### src/rtl/sfx_sequencer.sv
// sfx_sequencer: arbitrates hit/score/flap requests and plays each effect as square-wave tone segments
module sfx_sequencer #(
  parameter int TICK_DIV = 50000
) (
  input  logic       Clk,
  input  logic       sys_reset,
  input  logic       en,
  input  logic       req_hit,
  input  logic       req_score,
  input  logic       req_flap,
  output logic       Speaker,
  output logic       busy,
  output logic [1:0] playing
);
  localparam int PW = $clog2(TICK_DIV);
  localparam logic [PW-1:0] PRE_MAX = PW'(TICK_DIV - 1);

  typedef enum logic [1:0] {S_IDLE, S_LOAD, S_PLAY} state_t;

  state_t          r_state;
  logic [2:0]      r_pend;
  logic [1:0]      r_seg;
  logic [15:0]     r_hp;
  logic [7:0]      r_dur;
  logic [PW-1:0]   r_pre;
  logic            r_spk;
  logic            r_busy;
  logic [1:0]      r_play;

  logic [2:0]      w_req;
  logic [2:0]      w_all;
  logic [1:0]      w_req_top;
  logic [1:0]      w_all_top;
  logic [1:0]      w_sel;
  logic [1:0]      w_nseg;
  logic            w_preempt;
  logic            w_tick;
  logic            w_seg_end;
  logic            w_eff_end;
  logic            w_go;
  logic [2:0]      w_pend_nx;

  // Effect codes double as priorities: 1 flap, 2 score, 3 hit
  function automatic logic [1:0] top_of(input logic [2:0] v);
    return v[2] ? 2'd3 : v[1] ? 2'd2 : v[0] ? 2'd1 : 2'd0;
  endfunction

  function automatic logic [2:0] bit_of(input logic [1:0] e);
    return e == 2'd3 ? 3'b100 : e == 2'd2 ? 3'b010 : e == 2'd1 ? 3'b001 : 3'b000;
  endfunction

  function automatic logic [15:0] hp_of(input logic [1:0] e, input logic [1:0] s);
    return e == 2'd1 ? (s == 2'd0 ? 16'd400 : 16'd300) :
           e == 2'd2 ? (s == 2'd0 ? 16'd250 : 16'd200) :
           (s == 2'd0 ? 16'd1200 : s == 2'd1 ? 16'd1600 : 16'd2000);
  endfunction

  function automatic logic [7:0] dur_of(input logic [1:0] e, input logic [1:0] s);
    return e == 2'd1 ? 8'd20 :
           e == 2'd2 ? (s == 2'd0 ? 8'd60 : 8'd120) :
           (s == 2'd2 ? 8'd200 : 8'd100);
  endfunction

  always_comb begin
    w_req     = {req_hit, req_score, req_flap} & {3{en}};
    w_all     = r_pend | w_req;
    w_req_top = top_of(w_req);
    w_all_top = top_of(w_all);
    w_nseg    = r_seg + 2'd1;
    w_preempt = (r_state != S_IDLE) && (w_req_top != 2'd0) && (w_req_top >= r_play);
    w_tick    = r_pre == '0;
    w_seg_end = (r_state == S_PLAY) && w_tick && (r_dur == 8'd1);
    w_eff_end = w_seg_end && (r_seg == (r_play == 2'd3 ? 2'd2 : 2'd1));
    w_sel     = w_preempt ? w_req_top : w_all_top;
    w_go      = (r_state == S_IDLE) ? |w_all : (w_preempt || (w_eff_end && |w_all));
    w_pend_nx = w_all & ~(w_go ? bit_of(w_sel) : 3'b000);
  end

  always_ff @(posedge Clk or negedge sys_reset) begin
    if (!sys_reset) begin
      r_state <= S_IDLE;
      r_pend  <= '0;
      r_seg   <= '0;
      r_hp    <= '0;
      r_dur   <= '0;
      r_pre   <= '0;
      r_spk   <= 1'b0;
      r_busy  <= 1'b0;
      r_play  <= '0;
    end else if (!en) begin
      r_state <= S_IDLE;
      r_pend  <= '0;
      r_spk   <= 1'b0;
      r_busy  <= 1'b0;
      r_play  <= '0;
    end else begin
      r_pend <= w_pend_nx;
      if (w_go) begin
        r_state <= S_LOAD;
        r_play  <= w_sel;
        r_busy  <= 1'b1;
        r_spk   <= 1'b0;
      end else if (r_state == S_LOAD) begin
        r_state <= S_PLAY;
        r_seg   <= '0;
        r_hp    <= hp_of(r_play, 2'd0) - 16'd1;
        r_dur   <= dur_of(r_play, 2'd0);
        r_pre   <= PRE_MAX;
      end else if (r_state == S_PLAY) begin
        r_pre <= w_tick ? PRE_MAX : r_pre - 1'b1;
        if (w_eff_end) begin
          r_state <= S_IDLE;
          r_busy  <= 1'b0;
          r_play  <= '0;
          r_spk   <= 1'b0;
        end else if (w_seg_end) begin
          // Seamless segment change: speaker level is held across the boundary
          r_seg <= w_nseg;
          r_dur <= dur_of(r_play, w_nseg);
          r_hp  <= hp_of(r_play, w_nseg) - 16'd1;
        end else begin
          r_dur <= w_tick ? r_dur - 8'd1 : r_dur;
          r_hp  <= r_hp == 16'd0 ? hp_of(r_play, r_seg) - 16'd1 : r_hp - 16'd1;
          r_spk <= r_hp == 16'd0 ? ~r_spk : r_spk;
        end
      end
    end
  end

  assign Speaker = r_spk;
  assign busy    = r_busy;
  assign playing = r_play;
endmodule
### config.mk
export PLATFORM = sky130hd
export DESIGN_NAME = sfx_sequencer
export DESIGN_NICKNAME = d
export VERILOG_FILES = /design/src/rtl/sfx_sequencer.sv
export SDC_FILE = /design/constraint.sdc
export NUM_CORES = 1
export LEC_CHECK = 0
export ABC_AREA = 1
export CORE_UTILIZATION = 68
export DETAILED_ROUTE_END_ITERATION = 12
export PLACE_DENSITY = 0.86
export SETUP_SLACK_MARGIN = 0.3
export SYNTH_ARGS = -nofsm -noshare
export SYNTH_HDL_FRONTEND = slang
export SYNTH_SLANG_ARGS = --single-unit
### constraint.sdc
create_clock -name Clk -period 5.7 [get_ports Clk]
set_clock_uncertainty 0.05 [all_clocks]
set_input_delay 0.855 -clock Clk [delete_from_list [all_inputs] [get_ports Clk]]
set_output_delay 0.855 -clock Clk [all_outputs]
set_load 0.01 [all_outputs]
==> results of run 1 <==
worst register-to-register path, cell delays in order (launching register included):
cell and delay [ns]:
sky130_fd_sc_hd__dfrtp_1 0.39, sky130_fd_sc_hd__inv_1 0.11, sky130_fd_sc_hd__ha_1 0.21, sky130_fd_sc_hd__inv_1 0.05, sky130_fd_sc_hd__nor2_1 0.13, sky130_fd_sc_hd__nand2_1 0.09, sky130_fd_sc_hd__nor2_1 0.13, sky130_fd_sc_hd__nand3_1 0.41
sky130_fd_sc_hd__nand2_1 0.39, sky130_fd_sc_hd__inv_2 0.17, sky130_fd_sc_hd__nand2_1 0.17, sky130_fd_sc_hd__nor2_1 0.06, sky130_fd_sc_hd__o21ai_0 0.14, sky130_fd_sc_hd__o21ai_0 0.10
flip-flops by register name, indices dropped and copies added (netlist names):
register,cells
r_hp,16
r_state,2
r_seg,2
r_dur,8
busy,1
r_pre,16
r_pend,3
playing,2
Speaker,1
placed cells by master (no fill, tap or decap):
cell type                         count
sky130_fd_sc_hd__bufinv_16            1
sky130_fd_sc_hd__dfrtp_1             51
sky130_fd_sc_hd__inv_2                3
sky130_fd_sc_hd__o311ai_0             1
sky130_fd_sc_hd__nor2_2               1
sky130_fd_sc_hd__nand4_1             12
sky130_fd_sc_hd__o211ai_4             1
sky130_fd_sc_hd__nand2_1            136
sky130_fd_sc_hd__a21o_1               1
sky130_fd_sc_hd__a21oi_1             13
sky130_fd_sc_hd__o211ai_1             8
sky130_fd_sc_hd__nor3_1              11
sky130_fd_sc_hd__or2_1                1
sky130_fd_sc_hd__nor4_1               2
sky130_fd_sc_hd__o21ai_1              5
sky130_fd_sc_hd__clkbuf_8             6
sky130_fd_sc_hd__ha_1                19
sky130_fd_sc_hd__o21ai_0             44
sky130_fd_sc_hd__buf_2                1
sky130_fd_sc_hd__nand2_2              5
sky130_fd_sc_hd__buf_4                1
sky130_fd_sc_hd__inv_1               78
sky130_fd_sc_hd__o21ai_2              3
sky130_fd_sc_hd__nand3b_1             2
sky130_fd_sc_hd__o21bai_1             1
sky130_fd_sc_hd__a31oi_1              2
sky130_fd_sc_hd__clkdlybuf4s50_1      8
sky130_fd_sc_hd__xor2_1              16
sky130_fd_sc_hd__nor2_4               4
sky130_fd_sc_hd__nor2_1              81
sky130_fd_sc_hd__o31ai_1              4
sky130_fd_sc_hd__a22oi_1              1
sky130_fd_sc_hd__nand3_1             55
sky130_fd_sc_hd__inv_6                1
sky130_fd_sc_hd__nand3_4              1
sky130_fd_sc_hd__xnor2_1              3
sky130_fd_sc_hd__o22ai_1              4
worst paths after layout:
| kind | endpoint | cells past startpoint |
|---|---|---|
| max in group asynchronous | r_dur[0] | 2 |
| min reg2reg | busy | 2 |
| min in group asynchronous | r_hp[15] | 2 |
| min | busy | 2 |
| max | r_seg[0] | 13 |
| max reg2reg | r_hp[1] | 13 |
stage by stage:
stage	instance area (um^2)	total power, mW	setup slack, ns
2_1_floorplan	3930	1.57	2.96
3_3_place_gp	4040	1.81	1.68
5_1_grt	4160	2.36	1.42
3_5_place_dp	4040	1.86	1.43
6_report	4160	2.17	1.71
4_1_cts	4160	2.15	1.77
per-layer routing:
metal  wire length, um  vias to the layer above  share of wire  GRT usage
met1              3940                     1784           0.42      0.423
met4               221                        0          0.024      0.130
met5                 0                        -              0          0
met3               543                       23          0.058     0.0430
li1                  -                     1892              -          -
met2              4620                      138           0.50      0.580
report_power, final:
group          internal [mW]  switching, mW  total (mW)  leakage [nW]
registers              0.503          0.136       0.639         0.647
clock network          0.145          0.133       0.278        0.0618
logic                  0.419          0.831        1.25          1.33
cell families (layout without fill, tap and decap cells):
family          count (synthesis)  in the layout  synth area share
compound gates                 88             88             0.131
buf+inv                        93             99            0.0967
fa+ha+maj                      19             19            0.0605
xor+xnor                       19             19            0.0423
flops                          51             51             0.325
simple gates                  311            311             0.344
final cells by class:
class                   instances  share of cell area
multi-input cells             437               0.547
flip-flops and latches         51               0.307
inverters                      81              0.0731
repair buffers                 10              0.0223
well taps                      72              0.0217
clock buffers                   6              0.0199
clock inverters                 2             0.00933
==> impl_metrics.xml, run 1 <==
<?xml version="1.0" encoding="UTF-8"?>
<metrics>
  <group name="yosys">
    <metric name="synth.most_common_cell" unit="">sky130_fd_sc_hd__nand2_1</metric>
    <metric name="post_synth_main_area_contributors" unit="">sky130_fd_sc_hd__dfrtp_1, sky130_fd_sc_hd__nand2_1, sky130_fd_sc_hd__nor2_1</metric>
    <metric name="post_synth.cell_area_avg" unit="um^2">6.77</metric>
    <metric name="netlist.area_leader.share" unit="">0.325</metric>
    <metric name="syn-num-nets" unit="">606</metric>
    <metric name="synth_cell_types" unit="">37</metric>
    <metric name="edff_count_synth" unit="">0</metric>
    <metric name="synth_top_flop_cell" unit="">sky130_fd_sc_hd__dfrtp_1</metric>
    <metric name="post_synthesis_cell_count" unit="">581</metric>
    <metric name="synth_top_area_cell" unit="">sky130_fd_sc_hd__dfrtp_1</metric>
    <metric name="ys_ff_latch" unit="">51</metric>
    <metric name="syn-cell-area" unit="mm^2">0.00393</metric>
    <metric name="synth-warning-count" unit="">0</metric>
    <metric name="synth_sequential_area_ratio" unit="">0.325</metric>
    <metric name="synth_commonest_cells" unit="">sky130_fd_sc_hd__nand2_1, sky130_fd_sc_hd__nor2_1, sky130_fd_sc_hd__inv_1, sky130_fd_sc_hd__nand3_1, sky130_fd_sc_hd__dfrtp_1</metric>
    <metric name="post_synth_arst_share" unit="">1.00</metric>
  </group>
  <group name="grt">
    <metric name="grt_pass1_vias" unit="">3569</metric>
    <metric name="global_route.overflow_total" unit="">0</metric>
    <metric name="grtUsageTotal" unit="">0.334</metric>
    <metric name="largest_net_degree_at_the_start_of_global_routing" unit="">52</metric>
    <metric name="global_route_wire_length_before_repair" unit="mm">16.0</metric>
    <metric name="antenna_found_initial" unit="">0</metric>
  </group>
  <group name="worst_setup_path">
    <metric name="worst_setup_start_kind" unit="">input pin</metric>
    <metric name="setup.worst_path.start" unit="">en</metric>
    <metric name="endpoint_kind" unit="">flop</metric>
    <metric name="cp_slowest_cell" unit="">sky130_fd_sc_hd__clkdlybuf4s50_1</metric>
    <metric name="critPathKind" unit="">input pin to flop</metric>
    <metric name="critical_path.max_stage_delay" unit="ns">0.69</metric>
    <metric name="setup.reg_to_reg.worst_slack" unit="ns">2.96</metric>
    <metric name="critical_path_arrival" unit="ns">4.13</metric>
    <metric name="required_time_at_the_worst_slack_endpoint" unit="ns">5.85</metric>
    <metric name="worst-path-buf-inv" unit="">2</metric>
    <metric name="cp_max_fo" unit="">31</metric>
    <metric name="timing.rr.start" unit="">r_pre[0]</metric>
    <metric name="critical_path.top_delay_family" unit="">simple AND/OR/NAND/NOR gates</metric>
    <metric name="timing.critical_path.mode_cell" unit="">sky130_fd_sc_hd__nand2_1</metric>
    <metric name="cp_cell_sequence" unit="">clkdlybuf4s50_1, nand2_1, o21ai_0, inv_1, ha_1, o21ai_0, nand2_1, o211ai_4, nand3_4, nor2_4, nand2_1, nand2_1, o21ai_0</metric>
  </group>
  <group name="min_path">
    <metric name="min_path_type" unit="">flop to flop</metric>
    <metric name="timing.hold.worst.start" unit="">busy</metric>
  </group>
  <group name="timing">
    <metric name="layout_worst_path_cycle_share" unit="">0.699</metric>
    <metric name="worst_slew_margin_rel" unit="">0.502</metric>
    <metric name="worstMarginPinSlew" unit="ns">0.748</metric>
    <metric name="worst_hold_margin" unit="ns">0.435</metric>
    <metric name="fin_crit" unit="ns">3.99</metric>
    <metric name="tns" unit="ns">0</metric>
    <metric name="timing_hold_violations_final" unit="">0</metric>
    <metric name="report.final.slew_viol_count" unit="">0</metric>
    <metric name="fmax" unit="MHz">251</metric>
    <metric name="report.final.setup_viol" unit="">0</metric>
    <metric name="grt_setup_unrepaired" unit="">false</metric>
  </group>
  <group name="placed_design">
    <metric name="dp.cells" unit="">651</metric>
    <metric name="numPortBuffers" unit="">9</metric>
    <metric name="place.gp.congestion" unit="">0.964</metric>
    <metric name="post-dp-hpwl" unit="mm">6.81</metric>
  </group>
  <group name="run_status">
    <metric name="run_status" unit="">completed</metric>
  </group>
  <group name="floorplan">
    <metric name="initial_util" unit="">0.710</metric>
    <metric name="core_ar" unit="mm^2">0.00554</metric>
    <metric name="num_rows" unit="">27</metric>
    <metric name="dieWidth" unit="um">78.0</metric>
    <metric name="die_height" unit="um">78.0</metric>
    <metric name="die_ar" unit="mm^2">0.00609</metric>
    <metric name="floorplan.io_pins" unit="">10</metric>
  </group>
  <group name="clocking">
    <metric name="cts.repair_timing.setup_buffer_count" unit="">0</metric>
    <metric name="hold_buffers" unit="">0</metric>
    <metric name="tritoncts" unit="">done</metric>
    <metric name="cts_sinks" unit="">51</metric>
    <metric name="ctsLongestPathBuffers" unit="">2</metric>
    <metric name="cts-resized-gates" unit="">0</metric>
    <metric name="clkLatencyLatePin" unit="ns">0.32</metric>
    <metric name="cts_max_level" unit="">2</metric>
    <metric name="cts_root_buf" unit="">sky130_fd_sc_hd__clkbuf_8</metric>
    <metric name="cts-buffers-inserted" unit="">5</metric>
    <metric name="worst_setup_hold_path_clk_slew" unit="ns">0.10</metric>
  </group>
  <group name="job">
    <metric name="number_of_max_capacitance_violations_reported" unit="">0</metric>
  </group>
  <group name="drt">
    <metric name="via_count" unit="">3837</metric>
    <metric name="number_of_vias_per_cell" unit="">5.82</metric>
    <metric name="drc" unit="">0</metric>
    <metric name="firstDrtPassIters" unit="">5</metric>
    <metric name="drt_iter0_markers" unit="">325</metric>
    <metric name="post_drt_wl_per_cell" unit="um">14.1</metric>
    <metric name="antenna_violating_nets_remaining" unit="">0</metric>
    <metric name="postRouteWirelength" unit="mm">9.32</metric>
  </group>
  <group name="power_and_ir_drop">
    <metric name="power.static_leakage" unit="nW">2.04</metric>
    <metric name="vdd_drop_max" unit="uV">350</metric>
    <metric name="power.density" unit="mW/mm^2">521</metric>
  </group>
  <group name="cells_and_area">
    <metric name="final_cell_count_no_fill" unit="">659</metric>
    <metric name="multi_input_area" unit="mm^2">0.00227</metric>
    <metric name="drive_above_1_share" unit="">0.0477</metric>
    <metric name="antenna_diode_count" unit="">0</metric>
    <metric name="final.fill_count" unit="">464</metric>
    <metric name="register_area" unit="mm^2">0.00128</metric>
    <metric name="final_core_util" unit="">0.751</metric>
    <metric name="area_growth" unit="%">5.79</metric>
    <metric name="finish.net_count" unit="">611</metric>
  </group>
</metrics>
(Power assumes the default switching activity.)
==> run 2: changes to the inputs <==
--- a/config.mk
+++ b/config.mk
@@ -6,9 +6,9 @@
 export NUM_CORES = 1
 export LEC_CHECK = 0
 export ABC_AREA = 1
-export CORE_UTILIZATION = 68
+export CORE_UTILIZATION = 57
 export DETAILED_ROUTE_END_ITERATION = 12
-export PLACE_DENSITY = 0.86
+export PLACE_DENSITY = 0.77
 export SETUP_SLACK_MARGIN = 0.3
 export SYNTH_ARGS = -nofsm -noshare
 export SYNTH_HDL_FRONTEND = slang
==> constraint.sdc (replaced) <==
create_clock -name Clk -period 3.57 [get_ports Clk]
set_clock_uncertainty 0.05 [all_clocks]
set_input_delay 0.5355 -clock Clk [delete_from_list [all_inputs] [get_ports Clk]]
set_output_delay 0.5355 -clock Clk [all_outputs]
set_load 0.01 [all_outputs]
==> run 2 against run 1 <==
Count of clock-buffer cells in the layout decreased by 1. Sequential cell count stayed put. Register-to-register slack got worse by 1.8 ns. Utilization shrank 11 points. Via count decreased by 1.4%. Sequential power is 58% higher. Critical path depth is 1 higher. Largest power group unchanged.
==> impl_metrics.xml, run 2 (synthesis gave the netlist of run 1 again) <==
<?xml version="1.0" encoding="UTF-8"?>
<metrics>
  <group name="grt">
    <metric name="largest_net_degree_at_the_start_of_global_routing" unit="">41</metric>
    <metric name="antenna_found_initial" unit="">0</metric>
    <metric name="global_route.overflow_total" unit="">0</metric>
    <metric name="grt_pass1_vias" unit="">3562</metric>
    <metric name="grtUsageTotal" unit="">0.270</metric>
    <metric name="global_route_wire_length_before_repair" unit="mm">15.8</metric>
  </group>
  <group name="timing">
    <metric name="grt_setup_unrepaired" unit="">false</metric>
    <metric name="worstMarginPinSlew" unit="ns">0.912</metric>
    <metric name="timing_hold_violations_final" unit="">0</metric>
    <metric name="postLayoutSetupSlackWorst" unit="ns">0.632</metric>
    <metric name="worst_slew_margin_rel" unit="">0.392</metric>
    <metric name="report.final.setup_viol" unit="">0</metric>
    <metric name="report.final.slew_viol_count" unit="">0</metric>
    <metric name="fmax" unit="MHz">340</metric>
    <metric name="tns" unit="ns">0</metric>
    <metric name="fin_crit" unit="ns">2.94</metric>
    <metric name="layout_worst_path_cycle_share" unit="">0.823</metric>
  </group>
  <group name="worst_setup_path">
    <metric name="cp_cell_sequence" unit="">clkdlybuf4s50_1, buf_4, nand2_2, o21ai_1, inv_1, ha_1, o21ai_0, nand2_1, o211ai_4, nand3_4, inv_2, nand2_2, nand2_1, nor2_1</metric>
    <metric name="critPathKind" unit="">input pin to flop</metric>
    <metric name="endpoint_kind" unit="">flop</metric>
    <metric name="required_time_at_the_worst_slack_endpoint" unit="ns">3.72</metric>
    <metric name="cp_slowest_cell" unit="">sky130_fd_sc_hd__clkdlybuf4s50_1</metric>
    <metric name="critical_path_arrival" unit="ns">3.09</metric>
    <metric name="cp_max_fo" unit="">19</metric>
    <metric name="critical_path.max_stage_delay" unit="ns">0.47</metric>
    <metric name="worst_setup_start_kind" unit="">input pin</metric>
  </group>
  <group name="clocking">
    <metric name="cts-buffers-inserted" unit="">5</metric>
    <metric name="cts_sinks" unit="">51</metric>
    <metric name="worst_setup_hold_path_clk_slew" unit="ns">0.09</metric>
    <metric name="cts_max_level" unit="">2</metric>
    <metric name="ctsLongestPathBuffers" unit="">2</metric>
    <metric name="cts_root_buf" unit="">sky130_fd_sc_hd__clkbuf_8</metric>
    <metric name="tritoncts" unit="">done</metric>
    <metric name="clkLatencyLatePin" unit="ns">0.31</metric>
    <metric name="hold_buffers" unit="">0</metric>
  </group>
  <group name="drt">
    <metric name="drt_iter0_markers" unit="">238</metric>
    <metric name="number_of_vias_per_cell" unit="">5.65</metric>
    <metric name="via_count" unit="">3784</metric>
    <metric name="post_drt_wl_per_cell" unit="um">13.5</metric>
    <metric name="antenna_violating_nets_remaining" unit="">0</metric>
    <metric name="firstDrtPassIters" unit="">5</metric>
    <metric name="postRouteWirelength" unit="mm">9.04</metric>
    <metric name="drc" unit="">0</metric>
  </group>
  <group name="cells_and_area">
    <metric name="final_common_cell" unit="">sky130_fd_sc_hd__nand2_1</metric>
    <metric name="area_growth" unit="%">6.56</metric>
    <metric name="finish.net_count" unit="">617</metric>
    <metric name="final_cell_count_no_fill" unit="">670</metric>
    <metric name="final.fill_count" unit="">603</metric>
    <metric name="biggest_registers_after_layout" unit="">r_hp: 16 flops, r_pre: 16 flops, r_dur: 8 flops</metric>
    <metric name="leading_cell_types_in_the_layout_fill_and_taps_excluded" unit="">sky130_fd_sc_hd__nand2_1, sky130_fd_sc_hd__nor2_1, sky130_fd_sc_hd__inv_1</metric>
    <metric name="drive_above_1_share" unit="">0.0573</metric>
    <metric name="antenna_diode_count" unit="">0</metric>
  </group>
  <group name="floorplan">
    <metric name="core_ar" unit="mm^2">0.00649</metric>
    <metric name="dieWidth" unit="um">85.0</metric>
    <metric name="floorplan.io_pins" unit="">10</metric>
    <metric name="initial_util" unit="">0.605</metric>
    <metric name="die_height" unit="um">85.0</metric>
    <metric name="die_ar" unit="mm^2">0.00723</metric>
    <metric name="num_rows" unit="">29</metric>
  </group>
  <group name="job">
    <metric name="number_of_max_capacitance_violations_reported" unit="">0</metric>
  </group>
  <group name="power_and_ir_drop">
    <metric name="power.static_leakage" unit="nW">2.06</metric>
    <metric name="vdd_drop_max" unit="uV">441</metric>
    <metric name="report.power.total" unit="mW">3.36</metric>
    <metric name="power.density" unit="mW/mm^2">802</metric>
  </group>
  <group name="placed_design">
    <metric name="dp.cells" unit="">660</metric>
    <metric name="post-place-ws" unit="ns">0.207</metric>
    <metric name="place.gp.congestion" unit="">0.930</metric>
    <metric name="numPortBuffers" unit="">9</metric>
    <metric name="post-dp-hpwl" unit="mm">6.93</metric>
  </group>
  <group name="min_path">
    <metric name="min_path_type" unit="">input pin to async pin</metric>
  </group>
  <group name="run_status">
    <metric name="run_status" unit="">completed</metric>
  </group>
</metrics>
run 2: cell types whose count changed in the layout (fill, tap and decap cells not counted), sizes merged:
cell	change
buf	+6
bufinv	-1
clkbuf	-1
clkinv	+2
run 2: what timing repair did:
action                                 in CTS  in global routing
endpoints found under the hold margin       0                  0
resized for setup                           0                  1
setup endpoints to repair                   0                 14
buffers inserted                            0                  2
run 2: layout make-up:
type | count | area, um^2 | area share
Timing Repair Buffer | 16 | 150 | 0.0358
Sequential cell | 51 | 1280 | 0.305
Multi-Input combinational cell | 437 | 2270 | 0.543
Clock inverter | 3 | 18.8 | 0.00448
Tap cell | 77 | 96.3 | 0.0230
Inverter | 81 | 304 | 0.0726
Clock buffer | 5 | 68.8 | 0.0164
run 2: stage by stage:
step                hold WS, ns  utilization  cell area [um^2]
finish                    0.293        0.645              4190
global route              0.397        0.645              4190
CTS                       0.331        0.643              4170
detailed placement        0.411        0.629              4090
global placement          0.404        0.629              4090
floorplan                 0.190            -              3930
run 2: routing by layer:
metal / track usage / part of all wire
met5: 0 / 0
met4: 0.0894 / 0.022
met3: 0.0389 / 0.036
met2: 0.465 / 0.48
met1: 0.348 / 0.46
run 2: path summary, 6_finish.rpt:
kind / depth (start not counted) / startpoint / to / slack (ns)
setup / recovery: 14 / en / r_pre[5] / 0.63
hold / removal: 1 / sys_reset / r_hp[14] / 0.29
setup reg to reg: 14 / r_pre[0] / r_hp[1] / 1.21
hold reg to reg: 2 / busy / busy / 0.43
max in group asynchronous: 2 / sys_reset / r_seg[0] / 2.46
min in group Clk: 2 / busy / busy / 0.43
run 2: critical path, delay by kind of cell:
kind                       cells  cell delay, ns
buffers and inverters          4            1.06
adders and majority gates      1            0.27
AOI/OAI and AO/OA              3            0.49
and+or+nand+nor                6            0.74
run 2: power breakdown:
group	total, mW	internal [mW]	switching, mW	leakage [nW]
logic	2.01	0.692	1.32	1.36
registers	1.01	0.803	0.206	0.647
clock network	0.341	0.139	0.203	0.0483
==> run 3: changes to the inputs <==
==> constraint.sdc (replaced) <==
create_clock -name Clk -period 2.7 [get_ports Clk]
set_clock_uncertainty 0.05 [all_clocks]
set_input_delay 0.405 -clock Clk [delete_from_list [all_inputs] [get_ports Clk]]
set_output_delay 0.405 -clock Clk [all_outputs]
set_load 0.01 [all_outputs]
==> run 3 against run 2 <==
Register-to-register slack lost 0.72 ns. Non-clock buffer count grew 21. Setup slack lost 0.23 ns. Count of clock-buffer cells in the layout grew 1. First-iteration DRC count shrank 24%. Sequential cell count is the same. Cell count grew 2.8%. Largest power group unchanged. Highest routed layer unchanged.
==> impl_metrics.xml, run 3 (synthesis gave the netlist of run 1 again) <==
<?xml version="1.0" encoding="UTF-8"?>
<metrics>
  <group name="power_and_ir_drop">
    <metric name="report.power.total" unit="mW">4.64</metric>
    <metric name="power.density" unit="mW/mm^2">1050</metric>
    <metric name="vdd_drop_max" unit="uV">612</metric>
    <metric name="power.static_leakage" unit="nW">2.17</metric>
  </group>
  <group name="clocking">
    <metric name="cts_sinks" unit="">51</metric>
    <metric name="cts-buffers-inserted" unit="">5</metric>
    <metric name="tritoncts" unit="">done</metric>
    <metric name="worst_setup_hold_path_clk_slew" unit="ns">0.09</metric>
    <metric name="clkLatencyLatePin" unit="ns">0.31</metric>
    <metric name="cts_root_buf" unit="">sky130_fd_sc_hd__clkbuf_8</metric>
    <metric name="ctsLongestPathBuffers" unit="">2</metric>
    <metric name="cts_max_level" unit="">2</metric>
    <metric name="hold_buffers" unit="">0</metric>
  </group>
  <group name="drt">
    <metric name="antenna_violating_nets_remaining" unit="">0</metric>
    <metric name="drc" unit="">0</metric>
    <metric name="number_of_vias_per_cell" unit="">5.64</metric>
    <metric name="postRouteWirelength" unit="mm">9.71</metric>
    <metric name="post_drt_wl_per_cell" unit="um">14.1</metric>
    <metric name="drt_iter0_markers" unit="">181</metric>
    <metric name="via_count" unit="">3885</metric>
    <metric name="firstDrtPassIters" unit="">5</metric>
  </group>
  <group name="timing">
    <metric name="grt_setup_unrepaired" unit="">true</metric>
    <metric name="worst_slew_margin_rel" unit="">0.553</metric>
    <metric name="fmax" unit="MHz">435</metric>
    <metric name="layout_worst_path_cycle_share" unit="">0.852</metric>
    <metric name="worst_hold_margin" unit="ns">0.0726</metric>
    <metric name="report.final.setup_viol" unit="">0</metric>
    <metric name="worstMarginPinSlew" unit="ns">0.671</metric>
    <metric name="timing_hold_violations_final" unit="">0</metric>
    <metric name="fin_crit" unit="ns">2.30</metric>
    <metric name="report.final.slew_viol_count" unit="">0</metric>
  </group>
  <group name="cells_and_area">
    <metric name="antenna_diode_count" unit="">0</metric>
    <metric name="biggest_registers_after_layout" unit="">r_hp: 16 flops, r_pre: 16 flops, r_dur: 8 flops</metric>
    <metric name="final_cell_count_no_fill" unit="">689</metric>
    <metric name="leading_cell_types_in_the_layout_fill_and_taps_excluded" unit="">sky130_fd_sc_hd__nand2_1, sky130_fd_sc_hd__nor2_1, sky130_fd_sc_hd__inv_1</metric>
    <metric name="area_growth" unit="%">12.0</metric>
    <metric name="final_common_cell" unit="">sky130_fd_sc_hd__nand2_1</metric>
    <metric name="final.fill_count" unit="">558</metric>
    <metric name="final_core_util" unit="">0.678</metric>
    <metric name="finish.net_count" unit="">638</metric>
    <metric name="drive_above_1_share" unit="">0.0964</metric>
  </group>
  <group name="floorplan">
    <metric name="core_ar" unit="mm^2">0.00649</metric>
    <metric name="initial_util" unit="">0.605</metric>
    <metric name="die_ar" unit="mm^2">0.00723</metric>
    <metric name="die_height" unit="um">85.0</metric>
    <metric name="floorplan.io_pins" unit="">10</metric>
    <metric name="dieWidth" unit="um">85.0</metric>
    <metric name="num_rows" unit="">29</metric>
  </group>
  <group name="worst_setup_path">
    <metric name="endpoint_kind" unit="">flop</metric>
    <metric name="critPathKind" unit="">input pin to flop</metric>
    <metric name="setup.worst_path.start" unit="">req_hit</metric>
    <metric name="reg2reg_depth" unit="">14</metric>
    <metric name="required_time_at_the_worst_slack_endpoint" unit="ns">2.88</metric>
    <metric name="worst_setup_start_kind" unit="">input pin</metric>
    <metric name="timing.rr.start" unit="">r_pre[0]</metric>
    <metric name="cp_max_fo" unit="">9</metric>
    <metric name="setup.reg_to_reg.worst_slack" unit="ns">0.49</metric>
    <metric name="critical_path_arrival" unit="ns">2.48</metric>
  </group>
  <group name="grt">
    <metric name="grt_pass1_vias" unit="">3793</metric>
    <metric name="antenna_found_initial" unit="">0</metric>
    <metric name="global_route.overflow_total" unit="">0</metric>
    <metric name="grtUsageTotal" unit="">0.287</metric>
    <metric name="largest_net_degree_at_the_start_of_global_routing" unit="">30</metric>
    <metric name="global_route_wire_length_before_repair" unit="mm">16.7</metric>
  </group>
  <group name="placed_design">
    <metric name="post-dp-hpwl" unit="mm">7.37</metric>
    <metric name="place.gp.congestion" unit="">0.924</metric>
    <metric name="dp.cells" unit="">676</metric>
    <metric name="numPortBuffers" unit="">9</metric>
  </group>
  <group name="min_path">
    <metric name="min_path_type" unit="">input pin to async pin</metric>
  </group>
  <group name="run_status">
    <metric name="run_status" unit="">completed</metric>
  </group>
  <group name="job">
    <metric name="number_of_max_capacitance_violations_reported" unit="">0</metric>
  </group>
</metrics>
run 3: cell count changes in the layout (fill, tap and decap cells not counted), sizes merged:
cell           delta
clkdlybuf4s50     -2
dlygate4sd2       +2
buf              +21
clkinv            -2
clkbuf            +1
inv               -1
run 3: final cells by class:
type                    count  area (um^2)  area share
flip-flops and latches     51         1280       0.290
clock buffers               6         72.6      0.0165
multi-input cells         437         2300       0.522
inverters                  81          304      0.0691
repair buffers             37          357      0.0810
well taps                  77         96.3      0.0219
run 3: per-stage QoR:
stage / setup slack (ns) / setup TNS (ns) / instance area [um^2]
5_1_grt: 0.279 / 0 / 4400
2_1_floorplan: 0.415 / 0 / 3930
4_1_cts: 0.381 / 0 / 4370
6_report: 0.399 / 0 / 4400
3_3_place_gp: -0.0756 / -1.58 / 4220
3_5_place_dp: -0.190 / -6.30 / 4220
run 3: path summary, 6_finish.rpt:
check / to
setup / recovery: r_hp[11]
hold / removal: r_hp[4]
setup reg to reg: r_dur[2]
hold reg to reg: busy
max in group asynchronous: r_dur[2]
min in group Clk: busy
run 3: where the power goes:
| part | internal [mW] | total (mW) | switching, mW |
|---|---|---|---|
| Clock | 0.174 | 0.419 | 0.245 |
| Combinational | 1.06 | 2.88 | 1.82 |
| Sequential | 1.06 | 1.34 | 0.273 |
run 3: what timing repair did:
item | in CTS | in global routing
pin swaps | 3 | 4
setup endpoints to repair | 49 | 19
endpoints found under the hold margin | 0 | 0
buffers inserted | 5 | 1
cloned | 1 | 0
resized for setup | 10 | 11
run 3: worst max-delay path, cell delays in order:
cell and delay (ns):
sky130_fd_sc_hd__clkdlybuf4s50_1 0.47, sky130_fd_sc_hd__nand2_2 0.05, sky130_fd_sc_hd__o21ai_1 0.08, sky130_fd_sc_hd__buf_4 0.12, sky130_fd_sc_hd__inv_1 0.03, sky130_fd_sc_hd__ha_1 0.26
sky130_fd_sc_hd__o21ai_1 0.11, sky130_fd_sc_hd__nand2_1 0.09, sky130_fd_sc_hd__o211ai_4 0.11, sky130_fd_sc_hd__nand3_4 0.14, sky130_fd_sc_hd__nor2_4 0.21, sky130_fd_sc_hd__buf_6 0.14
sky130_fd_sc_hd__buf_12 0.11, sky130_fd_sc_hd__nand3_1 0.06, sky130_fd_sc_hd__o21ai_0 0.08
run 3: layer usage:
layer | GRT usage | up-vias | wire, um
met5 | 0 | - | 0
met4 | 0.109 | 0 | 206
met3 | 0.0418 | 15 | 412
met2 | 0.516 | 106 | 4830
met1 | 0.347 | 1821 | 4260
li1 | - | 1943 | -
